File: src/rtl/cache_pkg.sv
// cache_pkg: shared cache/memory width defaults and burst adaptor state encoding.
package cache_pkg;
    localparam int LINE_W_DEF = 256;
    localparam int BEAT_W_DEF = 64;
    localparam int ADDR_W_DEF = 32;
    typedef enum logic [1:0] {IDLE, READ, WRITE, DONE} state_t;
endpackage

File: src/rtl/cacheline_burst_adaptor.sv
// cacheline_burst_adaptor: turns one cache-line fill/writeback into BEATS memory beats.
module cacheline_burst_adaptor
    import cache_pkg::*;
#(
    parameter int LINE_W = LINE_W_DEF,
    parameter int BEAT_W = BEAT_W_DEF,
    parameter int ADDR_W = ADDR_W_DEF
) (
    input  logic              clk,
    input  logic              rst,
    input  logic              ca_read,
    input  logic              ca_write,
    input  logic [ADDR_W-1:0] ca_address,
    input  logic [LINE_W-1:0] ca_wdata,
    output logic [LINE_W-1:0] ca_rdata,
    output logic              ca_resp,
    output logic              pmem_read,
    output logic              pmem_write,
    output logic [ADDR_W-1:0] pmem_address,
    output logic [BEAT_W-1:0] pmem_wdata,
    input  logic [BEAT_W-1:0] pmem_rdata,
    input  logic              pmem_resp
);
    localparam int BEATS      = LINE_W / BEAT_W;
    localparam int BEAT_BYTES = BEAT_W / 8;
    localparam int LINE_BYTES = LINE_W / 8;
    localparam int CW         = $clog2(BEATS);

    if (LINE_W % BEAT_W != 0 || BEATS < 2 || (BEATS & (BEATS - 1)) != 0) begin : g_bad_params
        $error("cacheline_burst_adaptor: LINE_W/BEAT_W must be a power of two >= 2");
    end

    state_t            state, state_d;
    logic [CW-1:0]     cnt, cnt_d, nxt;
    logic [ADDR_W-1:0] base, base_d, addr_d;
    logic [LINE_W-1:0] line, line_d, rdata_d;
    logic [BEAT_W-1:0] wdata_d;
    logic              resp_d, rd_d, wr_d, last;

    assign nxt  = cnt + 1'b1;
    assign last = cnt == CW'(BEATS - 1);

    always_comb begin
        state_d = state;
        cnt_d   = cnt;
        base_d  = base;
        line_d  = line;
        rdata_d = ca_rdata;
        resp_d  = 1'b0;
        rd_d    = pmem_read;
        wr_d    = pmem_write;
        addr_d  = pmem_address;
        wdata_d = pmem_wdata;
        case (state)
            IDLE: if (ca_write || ca_read) begin
                state_d = ca_write ? WRITE : READ;
                base_d  = ca_address & ~ADDR_W'(LINE_BYTES - 1);
                line_d  = ca_wdata;
                cnt_d   = '0;
                rd_d    = !ca_write;
                wr_d    = ca_write;
                addr_d  = base_d;
                wdata_d = ca_wdata[BEAT_W-1:0];
            end
            READ, WRITE: if (pmem_resp) begin
                if (state == READ) line_d[int'(cnt)*BEAT_W +: BEAT_W] = pmem_rdata;
                cnt_d   = nxt;
                addr_d  = base + ADDR_W'(nxt) * ADDR_W'(BEAT_BYTES);
                wdata_d = line[int'(nxt)*BEAT_W +: BEAT_W];
                // final beat: drop the strobe, counter wraps only now that the line is done
                if (last) begin
                    state_d = DONE;
                    rd_d    = 1'b0;
                    wr_d    = 1'b0;
                    resp_d  = 1'b1;
                    rdata_d = (state == READ) ? line_d : ca_rdata;
                end
            end
            default: state_d = IDLE;
        endcase
    end

    always_ff @(posedge clk or negedge rst) begin
        if (!rst) begin
            state        <= IDLE;
            cnt          <= '0;
            base         <= '0;
            line         <= '0;
            ca_rdata     <= '0;
            ca_resp      <= 1'b0;
            pmem_read    <= 1'b0;
            pmem_write   <= 1'b0;
            pmem_address <= '0;
            pmem_wdata   <= '0;
        end else begin
            state        <= state_d;
            cnt          <= cnt_d;
            base         <= base_d;
            line         <= line_d;
            ca_rdata     <= rdata_d;
            ca_resp      <= resp_d;
            pmem_read    <= rd_d;
            pmem_write   <= wr_d;
            pmem_address <= addr_d;
            pmem_wdata   <= wdata_d;
        end
    end
endmodule

File: config.mk
export PLATFORM = sky130hd
export DESIGN_NAME = cacheline_burst_adaptor
export DESIGN_NICKNAME = d
export VERILOG_FILES = /design/src/rtl/cache_pkg.sv /design/src/rtl/cacheline_burst_adaptor.sv
export SDC_FILE = /design/constraint.sdc
export NUM_CORES = 1
export LEC_CHECK = 0
export ABC_AREA = 1
export ABC_CLOCK_PERIOD_IN_PS = 2800
export CORE_MARGIN = 2
export CORE_UTILIZATION = 40
export DETAILED_ROUTE_END_ITERATION = 12
export DONT_BUFFER_PORTS = 1
export GPL_TIMING_DRIVEN = 0
export HOLD_SLACK_MARGIN = 0.08
export PLACE_DENSITY = 0.61
export SYNTH_ARGS = -nofsm -noshare
export SYNTH_HDL_FRONTEND = slang
export SYNTH_SLANG_ARGS = --single-unit
File: constraint.sdc
create_clock -name clk -period 2.8 [get_ports clk]
set_input_delay 0.7 -clock clk [delete_from_list [all_inputs] [get_ports clk]]
set_output_delay 0.7 -clock clk [all_outputs]
set_load 0.005 [all_outputs]
==> impl_metrics.ini <==
[critical_path]
setup.worst_path.start_class = register
crit_type = register to register
crit_path_end_kind = register
reg2reg_from = cnt[0]
crit_buf_inv = 6
rr_endpoint = ca_rdata[13]
cpMostUsedCell = nand2_1
cp_slowest_cell = dfrtp_2
required_ns = 3.35
r2r_cells = 13
worstPathCellList = buf_4 > inv_8 > buf_16 > ha_1 > buf_4 > clkinvlp_4 > nand2_8 > clkbuf_4 > nor2_1 > nand2_1 > nand2_1 > nand2_1 > nand2_1
crit_family = buffers and inverters
ff2ff_setup_slack_ns = 0.03
worstPathArrival_ns = 3.33
critPathMaxStageDelay_ns = 0.47
cp_max_fo = 11

[drt]
drc = 0
vias = 35500
ant_nets = 0
route.final.wire_length_mm = 158
drt_iter0_drc = 3495
via_per_inst = 5.27
first_pass_iters = 6
routedWlPerCell_um = 23.4

[place]
place_inst = 6566
io_buffers = 0
gp_congestion = 0.990
dp_hpwl_mm = 118
dp_slack_ns = -1.35

[min_path]
hp-class = input port to asynchronous set/reset pin

[die]
initial_core_util = 0.405
num_rows = 109
die_h_um = 303
dieWidth_um = 303
ios = 712
coreArea_um2 = 88600
die_area_um2 = 92100

[pwr]
p_total_mw = 61.2
combPwrFrac = 0.544
switching_power_mw = 31.1
p_sw_frac = 0.508
seq_power_share = 0.286
power_frac_clock = 0.170
p_int_mw = 30.1
leakage_nw = 22.7
ir_worst_vdd_mv = 0.712
p_per_area_nw_per_um2 = 1520

[yosys]
synth_seq_area_share = 0.444
ys_warn_count = 0
synth_edf_count = 0
synth.distinct_cells = 26
synthCells = 5398
syn_area_um2 = 35900
ys_ff_latch = 637
ys.flop_type = dfrtp_1
avgSynthCellArea_um2 = 6.65
postSynth.asyncResetShare = 1.00

[global_route]
grt_pass1_wl_mm = 225
grt_pass1_vias = 33900
track_usage = 0.333
overflow = 0
grt_max_degree = 638
antenna_found_initial = 30

[final_layout]
layout_common_cells = nand2_1, nor2_1, dfrtp_1
area_delta_synth_final_pct = 12.4
fin_nets = 5856
final_util = 0.455
layout_commonest_cell = nand2_1
drive_gt1_frac = 0.0676
stdcell_count = 6735

[cts]
numCtsBuffers = 76
ctsHtreeMaxLevel = 3
cts.reportedPaths.clkPinSlew_ns = 0.06
cts_buffer_depth = 3
cts_sinks = 637
cts_tree = yes
cts-root-buf = clkbuf_16
insertion_delay_ns = 0.67

[sta]
fin_worst_skew_ns = 0.0191
fin_crit_ns = 2.77
holdWs_ns = -0.262
rsz0062_at_grt = no
slew_headroom = -0.438
maxSlewViolCount = 194
hold_viol_final = 392
fmax_ghz = 0.361
tightest_slew_ns = 2.16
fin_crit_sh = 0.991
finalSetupViolCount = 0
timing.final.ws_setup_ns = 0.0266

[run]
maxCapViolCount = 0

[outcome]
status = complete, but fails checks
violations = negative hold slack, max-slew violations
worst max path at each step:
stage / startpoint / cells past startpoint / endpoint
CTS: cnt[0] / 13 / ca_rdata[255]
floorplan: cnt[0] / 14 / line[182]
global placement: cnt[0] / 13 / ca_rdata[136]
finish: cnt[0] / 13 / ca_rdata[13]
detailed placement: cnt[0] / 13 / ca_rdata[136]
global route: cnt[0] / 11 / ca_rdata[185]
cells by family after synthesis:
family                     count (synthesis)  share of synthesized area
AOI/OAI and AO/OA                        408                     0.0709
adders and majority gates                  9                    0.00314
buffers and inverters                    930                      0.109
DFF                                      637                      0.444
other                                      1                   0.000105
and+or+nand+nor                         3413                      0.372
synthesized netlist by cell type (13+ instances only):
library cell     n  area [um^2]
a21boi_0        24          180
inv_1          595         2230
a21oi_1         92          460
buf_2          165          826
a21boi_1        40          300
dfrtp_1        637        15900
nor2_1         688         2580
o211ai_1        72          541
clkbuf_1       111          417
o21ai_0         68          340
nand2_1       2322         8720
buf_6           16          180
nand3_1        387         1940
buf_1           13         48.8
buf_4           25          188
o21a_1          64          480
o21ai_1         46          230
registers in the layout, indices dropped and copies added (netlist names):
register,cells
ca_resp,1
base,27
state,2
line,256
pmem_write,1
pmem_address,28
pmem_wdata,64
ca_rdata,256
pmem_read,1
cnt,1
cell type report:
class	count	area [um^2]
Inverter	600	2260
Clock inverter	33	423
Sequential cell	637	15900
Clock buffer	101	2130
Timing Repair Buffer	13	210
Fill cell	9447	48300
Buffer	329	1770
Antenna cell	24	60.1
Multi-Input combinational cell	3833	16100
Tap cell	1165	1460
metal layers:
layer / vias up / track usage / routed length, um
met5: - / 0 / 59
met4: 10 / 0.163 / 7810
met3: 313 / 0.0858 / 15300
met2: 1638 / 0.533 / 72100
met1: 17000 / 0.419 / 62500
li1: 16600 / - / -
per-stage QoR:
stage / setup TNS (ns) / hold WS (ns) / instance area [um^2]
finish: 0 / -0.262 / 40300
global route: 0 / -0.296 / 40300
CTS: 0 / -0.313 / 40200
floorplan: 0 / 0.404 / 35900
detailed placement: -645.38 / 0.412 / 37400
global placement: -634.98 / 0.415 / 37300
what timing repair did:
action / 4_1_cts / 5_1_grt
resized for setup: 35 / 18
buffers inserted: 11 / 0
endpoints found under the setup margin: 577 / 53
pin swaps: 6 / 0
gates cloned: 0 / 1
endpoints found under the hold margin: 637 / 637
power groups by stage:
stage,Combinational (mW),Sequential (mW),Clock [mW]
final,33.3,17.5,10.4
after global routing,36.8,17.9,10.8
after CTS,32.7,17.5,10.5
after detailed placement,32.2,17.6,0
after global placement,31.7,17.5,0
after floorplan,22.0,16.1,0
(Power assumes the default switching activity.)
